===== src/rtl/audio_pkg.sv =====
`default_nettype none
// ----------------------------------------------------------------------------
// audio_pkg : shared audio sample widths and the stereo frame type
// rev 1.0
// ----------------------------------------------------------------------------
package audio_pkg;

  localparam int AUDIO_SAMPLE_W = 24;

  typedef logic signed [AUDIO_SAMPLE_W-1:0] sample_t;

  typedef struct packed {
    sample_t left;
    sample_t right;
  } stereo_frame_t;

endpackage
`default_nettype wire


===== src/rtl/sample_ram.sv =====
`default_nettype none
// ----------------------------------------------------------------------------
// sample_ram : frame storage, one synchronous write port, asynchronous read
// rev 1.0
// ----------------------------------------------------------------------------
module sample_ram #(
  parameter int ADDR_W = 4,
  parameter int DATA_W = 48
) (
  input  logic              clk,
  input  logic              we,
  input  logic [ADDR_W-1:0] waddr,
  input  logic [DATA_W-1:0] wdata,
  input  logic [ADDR_W-1:0] raddr,
  output logic [DATA_W-1:0] rdata
);

  localparam int DEPTH = 1 << ADDR_W;

  // Unreset array so synthesis can map it onto distributed RAM.
  logic [DATA_W-1:0] mem [DEPTH];

  always_ff @(posedge clk) begin
    if (we) begin
      mem[waddr] <= wdata;
    end
  end

  assign rdata = mem[raddr];

endmodule
`default_nettype wire


===== src/rtl/stereo_sample_fifo.sv =====
`default_nettype none
// ----------------------------------------------------------------------------
// stereo_sample_fifo : host-to-I2S stereo frame FIFO with underrun tracking
// rev 1.0
// ----------------------------------------------------------------------------
module stereo_sample_fifo
  import audio_pkg::*;
#(
  parameter int DEPTH_LOG2 = 4,
  parameter int SAMPLE_W   = AUDIO_SAMPLE_W
) (
  input  logic                  clk,
  input  logic                  reset,
  input  logic                  wr_valid,
  input  logic [SAMPLE_W-1:0]   wr_l,
  input  logic [SAMPLE_W-1:0]   wr_r,
  output logic                  wr_ready,
  input  logic                  load,
  output logic [SAMPLE_W-1:0]   l_data,
  output logic [SAMPLE_W-1:0]   r_data,
  output logic [DEPTH_LOG2:0]   level,
  output logic                  data_req,
  output logic                  underrun,
  input  logic                  underrun_clr
);

  localparam logic [DEPTH_LOG2:0] FULL_LEVEL = (DEPTH_LOG2+1)'(1) << DEPTH_LOG2;
  localparam logic [DEPTH_LOG2:0] HALF_LEVEL = (DEPTH_LOG2+1)'(1) << (DEPTH_LOG2-1);

  logic [DEPTH_LOG2-1:0]   wr_ptr;
  logic [DEPTH_LOG2-1:0]   rd_ptr;
  logic [2*SAMPLE_W-1:0]   head_frame;
  logic                    wr_fire;
  logic                    pop;
  logic                    empty_load;

  assign wr_ready   = !reset && (level != FULL_LEVEL);
  assign data_req   = (level <= HALF_LEVEL);
  assign wr_fire    = wr_valid && wr_ready;
  assign pop        = load && (level != '0);
  assign empty_load = load && (level == '0);

  sample_ram #(
    .ADDR_W (DEPTH_LOG2),
    .DATA_W (2*SAMPLE_W)
  ) u_ram (
    .clk   (clk),
    .we    (wr_fire),
    .waddr (wr_ptr),
    .wdata ({wr_l, wr_r}),
    .raddr (rd_ptr),
    .rdata (head_frame)
  );

  always_ff @(posedge clk) begin
    if (reset) begin
      wr_ptr   <= '0;
      rd_ptr   <= '0;
      level    <= '0;
      l_data   <= '0;
      r_data   <= '0;
      underrun <= 1'b0;
    end else begin
      if (wr_fire) begin
        wr_ptr <= wr_ptr + 1'b1;
      end

      // A write into an empty FIFO never falls through to the outputs.
      if (pop) begin
        rd_ptr           <= rd_ptr + 1'b1;
        {l_data, r_data} <= head_frame;
      end else if (empty_load) begin
        l_data <= '0;
        r_data <= '0;
      end

      case ({wr_fire, pop})
        2'b10:   level <= level + 1'b1;
        2'b01:   level <= level - 1'b1;
        default: level <= level;
      endcase

      if (empty_load) begin
        underrun <= 1'b1;
      end else if (underrun_clr) begin
        underrun <= 1'b0;
      end
    end
  end

endmodule
`default_nettype wire


===== config.mk =====
export PLATFORM = sky130hd
export DESIGN_NAME = stereo_sample_fifo
export DESIGN_NICKNAME = d
export VERILOG_FILES = /design/src/rtl/audio_pkg.sv /design/src/rtl/sample_ram.sv /design/src/rtl/stereo_sample_fifo.sv
export SDC_FILE = /design/constraint.sdc
export NUM_CORES = 1
export LEC_CHECK = 0
export ABC_CLOCK_PERIOD_IN_PS = 11000
export BUFFER_PORTS_ARGS = -buffer_cell sky130_fd_sc_hd__buf_2
export CAP_MARGIN = 20
export CORE_MARGIN = 2
export CORE_UTILIZATION = 60
export CTS_CLUSTER_SIZE = 24
export DETAILED_ROUTE_END_ITERATION = 7
export MAX_ROUTING_LAYER = met4
export PLACE_DENSITY = 0.77
export SLEW_MARGIN = 10
export SYNTH_ARGS = -nofsm -noshare
export SYNTH_HDL_FRONTEND = slang
export SYNTH_SLANG_ARGS = --single-unit

===== constraint.sdc =====
create_clock -name clk -period 11 [get_ports clk]
set_input_delay 2.2 -clock clk [delete_from_list [all_inputs] [get_ports clk]]
set_output_delay 2.2 -clock clk [all_outputs]
set_load 0.005 [all_outputs]

==> results of run 1 <==
-- Yosys cell counts (4+ instances only) --
library cell	n
a21oi_1	14
a22oi_1	29
a22oi_2	20
a2bb2oi_1	38
buf_2	28
buf_4	12
buf_6	6
clkbuf_1	35
clkbuf_2	5
dfxtp_1	66
edfxtp_1	768
ha_1	9
inv_1	8
mux2_2	37
mux2_4	11
mux2i_1	98
mux4_2	146
nand2_1	39
nand2b_1	7
nand3_1	4
nor2_1	25
nor3_1	11
o21ai_0	17
o21ai_1	32
o221ai_1	17
o22ai_1	5
xor2_1	6
-- sequential cells by signal, summed over array words and instances, names as in the netlist, named ones only --
register and count:
r_data 24, underrun 1, rd_ptr 4, wr_ptr 4, u_ram.mem 768, level 5, l_data 24
-- cells by family (layout without fill, tap and decap cells) --
family          count (synthesis)  after routing  share of synthesized area [%]
xor+xnor                        7              7                          0.192
flops                         834            834                           76.5
other cells                     0              3                              0
simple gates                   97             97                           1.39
compound gates                190            190                           4.65
fa+ha+maj                       9              9                          0.353
buf+inv                       100            296                           1.73
mux                           292            292                           15.2
-- metal layers --
layer	vias to the layer above	part of all wire, %
met2	531	52
met4	0	2.1
met1	8034	41
met3	104	5.4
met5	-	0
li1	6602	-
-- cell type report --
cell class / count / share of cell area [%]
clock inverters: 30 / 0.715
clock buffers: 117 / 6.29
well taps: 688 / 2.41
inverters: 9 / 0.0947
flip-flops and latches: 834 / 68.4
repair buffers: 140 / 2.22
multi-input cells: 595 / 19.9
diodes: 3 / 0.0210
-- worst min path at each step --
stage                            startpoint  cells past startpoint                 endpoint  slack (ns)
floorplan             underrun$_SDFFE_PP0P_                      2    underrun$_SDFFE_PP0P_        0.46
global placement      underrun$_SDFFE_PP0P_                      2    underrun$_SDFFE_PP0P_        0.45
global route        r_data[17]$_SDFFE_PP0P_                      2  r_data[17]$_SDFFE_PP0P_        0.50
detailed placement    underrun$_SDFFE_PP0P_                      2    underrun$_SDFFE_PP0P_        0.47
CTS                   underrun$_SDFFE_PP0P_                      2    underrun$_SDFFE_PP0P_        0.47
finish                underrun$_SDFFE_PP0P_                      2    underrun$_SDFFE_PP0P_        0.47
-- worst register-to-register path: stages, from the launching register on --
cell	delay (ns)
dfxtp_4	0.76
buf_4	0.72
buf_4	0.80
mux4_2	0.69
mux2_2	0.28
a22oi_1	0.18
o21ai_1	0.12
-- power breakdown --
group	total, mW	switching, mW	internal [mW]	leakage, nW
logic	0.874	0.476	0.399	2.48
registers	3.67	0.107	3.57	7.46
clock network	2.62	1.11	1.51	1.22
-- per-stage QoR --
step                      instance area, um2  hold slack (ns)  instances  total power, mW
after floorplan                        31900            0.461       1529             4.34
after global placement                 33200            0.454       2266             4.58
after detailed placement               33200            0.467       2266             4.61
after CTS                              35700            0.474       2413             7.22
after global routing                   35700            0.505       2416             7.42
final                                  35700            0.472       2416             7.17
-- layout by cell type, fill, tap and decap left out, drive strengths merged, types with 2 or more instances in the layout --
| master | synthesis | layout |
|---|---|---|
| edfxtp | 768 | 768 |
| nand2 | 39 | 39 |
| inv | 9 | 13 |
| o21ai | 50 | 50 |
| dfxtp | 66 | 66 |
| clkbuf | 40 | 117 |
| buf | 51 | 140 |
| xor2 | 6 | 6 |
| o221ai | 17 | 17 |
| mux2i | 98 | 98 |
| a31oi | 2 | 2 |
| nand3 | 4 | 4 |
| o21a | 2 | 2 |
| nor2 | 25 | 25 |
| a211o | 2 | 2 |
| a21oi | 14 | 14 |
| clkinv | 0 | 22 |
| a22oi | 49 | 49 |
| o31ai | 2 | 2 |
| ha | 9 | 9 |
| nand4 | 2 | 2 |
| o2111ai | 2 | 2 |
| o211ai | 2 | 2 |
| mux2 | 48 | 48 |
| or3 | 2 | 2 |
| a2bb2oi | 38 | 38 |
| diode | 0 | 3 |
| nor3 | 11 | 11 |
| nand2b | 7 | 7 |
| mux4 | 146 | 146 |
| o22ai | 5 | 5 |
| bufinv | 0 | 4 |
==> reports/results.tsv, run 1 <==
metric	value	unit
status	finished clean	
dieArea	55000	um2
final_util	67.9	%
critPathSlowestCell	buf_2	
cts_root_buf	clkbuf_16	
die_x	235	um
worstPathRequired	8.80	ns
yosysWarningCount	0	
fillers	3221	
cp_cell_sequence	buf_2, a21oi_1, buf_2	
r2r.worst_path.cells	6	
yosys.area.top_type	edfxtp_1	
critPathLaunchType	input pin	
hp-class	flop to flop	
synth-seq-area-share	76.5	%
syn_area	31900	um2
grt_start_max_net_pins	138	
num_vias	15271	
r2r_end	l_data[17]$_SDFFE_PP0P_	
synth_edf_count	768	
p_leak	11.2	nW
dr.pass1.iters	7	
cts_sinks	834	
r2r_slack	7.32	ns
cts_max_path_buffers	3	
met3_usage	3.43	%
synthCells	1529	
worstSetupPathType	input pin to output port	
syn2layout_area_growth	11.9	%
period_share	45.5	%
io_buffers	108	
crit_end	wr_ready	
antenna_left	0	
seqCellArea	24400	um2
timing.fmax	0.200	GHz
peakVddDrop	0.164	mV
grtUsageMet1	33.0	%
drive_gt1_share	28.4	%
drt-vias-per-instance	6.32	
fin_crit	5.00	ns
row_count	84	
slew_violations	0	
wl_per_cell	26.6	um
avgSynthCellArea	20.9	um2
cts_setup_buffers	0	
antenna_found_initial	3	
netlist_top_cells_area	edfxtp_1 (72%), mux4_2 (10%), dfxtp_1 (4.1%), mux2i_1 (3.1%), mux2_2 (1.3%)	
gp_congestion	0.794	
multi_input_area	7080	um2
layout_setup_ws	6.00	ns
rsz0062_at_grt	false	
crit_fanout	20	
dpl.hpwl	33.9	mm
path_depth	3	
start_util	60.7	%
clock_skew	0.0149	ns
crit_arrival	2.80	ns
synth_fp_nets	1591	
setup_viol	0	
worst_pin_slew	1.06	ns
coreArea	52600	um2
final_nets	1721	
worst-path-buf-inv	2	
cpLargestDelayFamily	buffers and inverters	
die_h	235	um
synth-async-reset-ratio	0	%
critPathMaxStageDelay	0.36	ns
cp_common_cell	buf_2	
use_met2	40.7	%
io_pins	109	
endpoint_kind	output port	
slew_headroom	29.3	%
synth_top_area_share	72.3	%
grt_usage	24.8	%
fin_tns_setup	0	ns
drt_iter0_drc	1581	
cts_made_buffers	79	
top_usage_layer	met2	
grt_pass1_vias	15561	
synth.distinct_cells	55	
grt_pass1_wl	96.7	mm
critPathLaunch	reset	
cts.reportedPaths.clkPinSlew	0.05	ns
synthFlopType	edfxtp_1	
drc_errors	0	
cts.hold.buffers_added	0	
hold_violations	0	
place_ws	5.85	ns
finalWirelength	64.3	mm
grt-ovfl-total	0	
synth-seq-cells	834	
h-tree-depth	3	
post_cts_resize_count	0	
cts_tree	built	
power_density	201	nW/um2
clock_latency	0.61	ns
maxCapViolCount	0	
No activity file was read; power rests on OpenSTA's default activity.
==> run 2, diff against run 1 <==
Settings changed: ABC_CLOCK_PERIOD_IN_PS 11000 to 4800.
Clock period 11 ns to 4.8 ns, I/O delays scaled along.
==> run 2 against run 1 <==
Net effect:
- register-to-register slack lost 5.7 ns
- worst setup slack lost 4.4 ns
- worst hold slack gained 0.010 ns
- design area grew 1.1%
- largest power group unchanged
==> reports/results.tsv, run 2 (synthesized netlist as in run 1, its figures left out) <==
metric	value	unit
critPathMaxStageDelay	0.62	ns
cts_tree	built	
grt_pass1_wl	101	mm
syn2layout_area_growth	13.1	%
cts_sinks	834	
h-tree-depth	3	
fin_tns_setup	0	ns
reg_top3	u_ram.mem: 768 flops, l_data: 24 flops, r_data: 24 flops	
finalInstanceArea	36100	um2
timing.fmax	0.314	GHz
cts_root_buf	clkbuf_16	
gp_congestion	0.874	
rsz0062_at_grt	false	
drt_iter0_drc	1730	
cp_cell_sequence	or4_4, o211a_1, inv_1, ha_1, ha_1, or4b_2, a21oi_1, a31oi_1, nand3_1	
critPathSlowestCell	or4_4	
p_leak	11.3	nW
worst-path-buf-inv	1	
status	finished clean	
die_x	235	um
final_nets	1728	
finalWirelength	67.6	mm
final_common_cell	edfxtp_1	
path_depth	9	
slew_violations	0	
cp_common_cell	ha_1	
hold_violations	0	
maxCapViolCount	0	
largest_reg_flops	768	
grt-ovfl-total	0	
grt_usage	26.2	%
cts_made_buffers	83	
critPathLaunchType	flop	
fin_crit	3.18	ns
r2r.worst_path.cells	9	
dp_cells	2269	
diodes	0	
coreArea	52600	um2
layout_setup_ws	1.62	ns
cts_max_path_buffers	3	
cts_setup_buffers	0	
cts.reportedPaths.clkPinSlew	0.06	ns
num_vias	15652	
drive_gt1_share	29.6	%
io_buffers	108	
power_density	469	nW/um2
slew_headroom	22.7	%
worstPathRequired	5.36	ns
dpl-instance-area	33300	um2
worstSetupPathType	flop to flop	
cts.hold.buffers_added	0	
grt_start_max_net_pins	140	
post_cts_resize_count	0	
period_share	66.3	%
antenna_found_initial	0	
instances_no_fill	2425	
place_ws	1.21	ns
drc_errors	0	
top_register	u_ram.mem	
row_count	84	
antenna_left	0	
whs_path_depth	2	
start_util	60.7	%
cpLargestDelayFamily	simple AND/OR/NAND/NOR gates	
dr.pass1.iters	5	
dpl.hpwl	35.9	mm
crit_arrival	3.74	ns
hp-class	flop to flop	
endpoint_kind	flop	
die_h	235	um
peakVddDrop	0.295	mV
clock_skew	0.0204	ns
crit_fanout	11	
layout_common_cells	edfxtp_1 (768), mux4_2 (146), buf_2 (108)	
clock_latency	0.63	ns
drt-vias-per-instance	6.45	
dieArea	55000	um2
wl_per_cell	27.9	um
worst_pin_slew	1.16	ns
grt_pass1_vias	16198	
io_pins	109	
setup_viol	0	
==> run 2: final cells by class <==
class	count	area, um2
repair buffers	143	916
well taps	688	861
flip-flops and latches	834	24400
clock buffers	115	2350
fillers	3157	16500
clock inverters	41	392
multi-input cells	595	7110
inverters	9	33.8
==> run 2: worst register-to-register path, cell delays in order (launching register included) <==
cell and delay (ns):
dfxtp_1 0.42, or4_4 0.62, o211a_1 0.36, inv_1 0.14
ha_1 0.37, ha_1 0.26, or4b_2 0.62, a21oi_1 0.19
a31oi_1 0.06, nand3_1 0.10
==> run 2: power by group <==
group / switching, mW / internal [mW] / total (mW)
registers: 0.240 / 8.18 / 8.42
clock network: 2.67 / 3.77 / 6.43
logic: 1.14 / 0.924 / 2.06
total: 4.04 / 12.9 / 16.9
==> run 2: path summary, 6_finish.rpt <==
path	start	to	slack, ns
worst min register to register	underrun$_SDFFE_PP0P_	underrun$_SDFFE_PP0P_	0.48
worst min-delay path	underrun$_SDFFE_PP0P_	underrun$_SDFFE_PP0P_	0.48
worst max register to register	level[1]$_SDFFE_PP0P_	level[4]$_SDFFE_PP0P_	1.62
worst max-delay path	level[1]$_SDFFE_PP0P_	level[4]$_SDFFE_PP0P_	1.62
==> run 2: through the flow <==
step / power (mW) / hold WS, ns / util [%]
after floorplan: 9.95 / 0.461 / -
after global routing: 17.5 / 0.528 / 68.6
final: 16.9 / 0.483 / 68.6
after detailed placement: 10.6 / 0.471 / 63.4
after global placement: 10.6 / 0.460 / 63.4
after CTS: 17.0 / 0.479 / 68.6
==> run 2: routing by layer <==
metal	up-vias	wire (um)	GRT usage, %
li1	6625	-	-
met1	8227	27000	35.4
met2	692	34500	42.1
met3	108	4580	3.52
met4	0	1480	8.08
met5	-	0	-
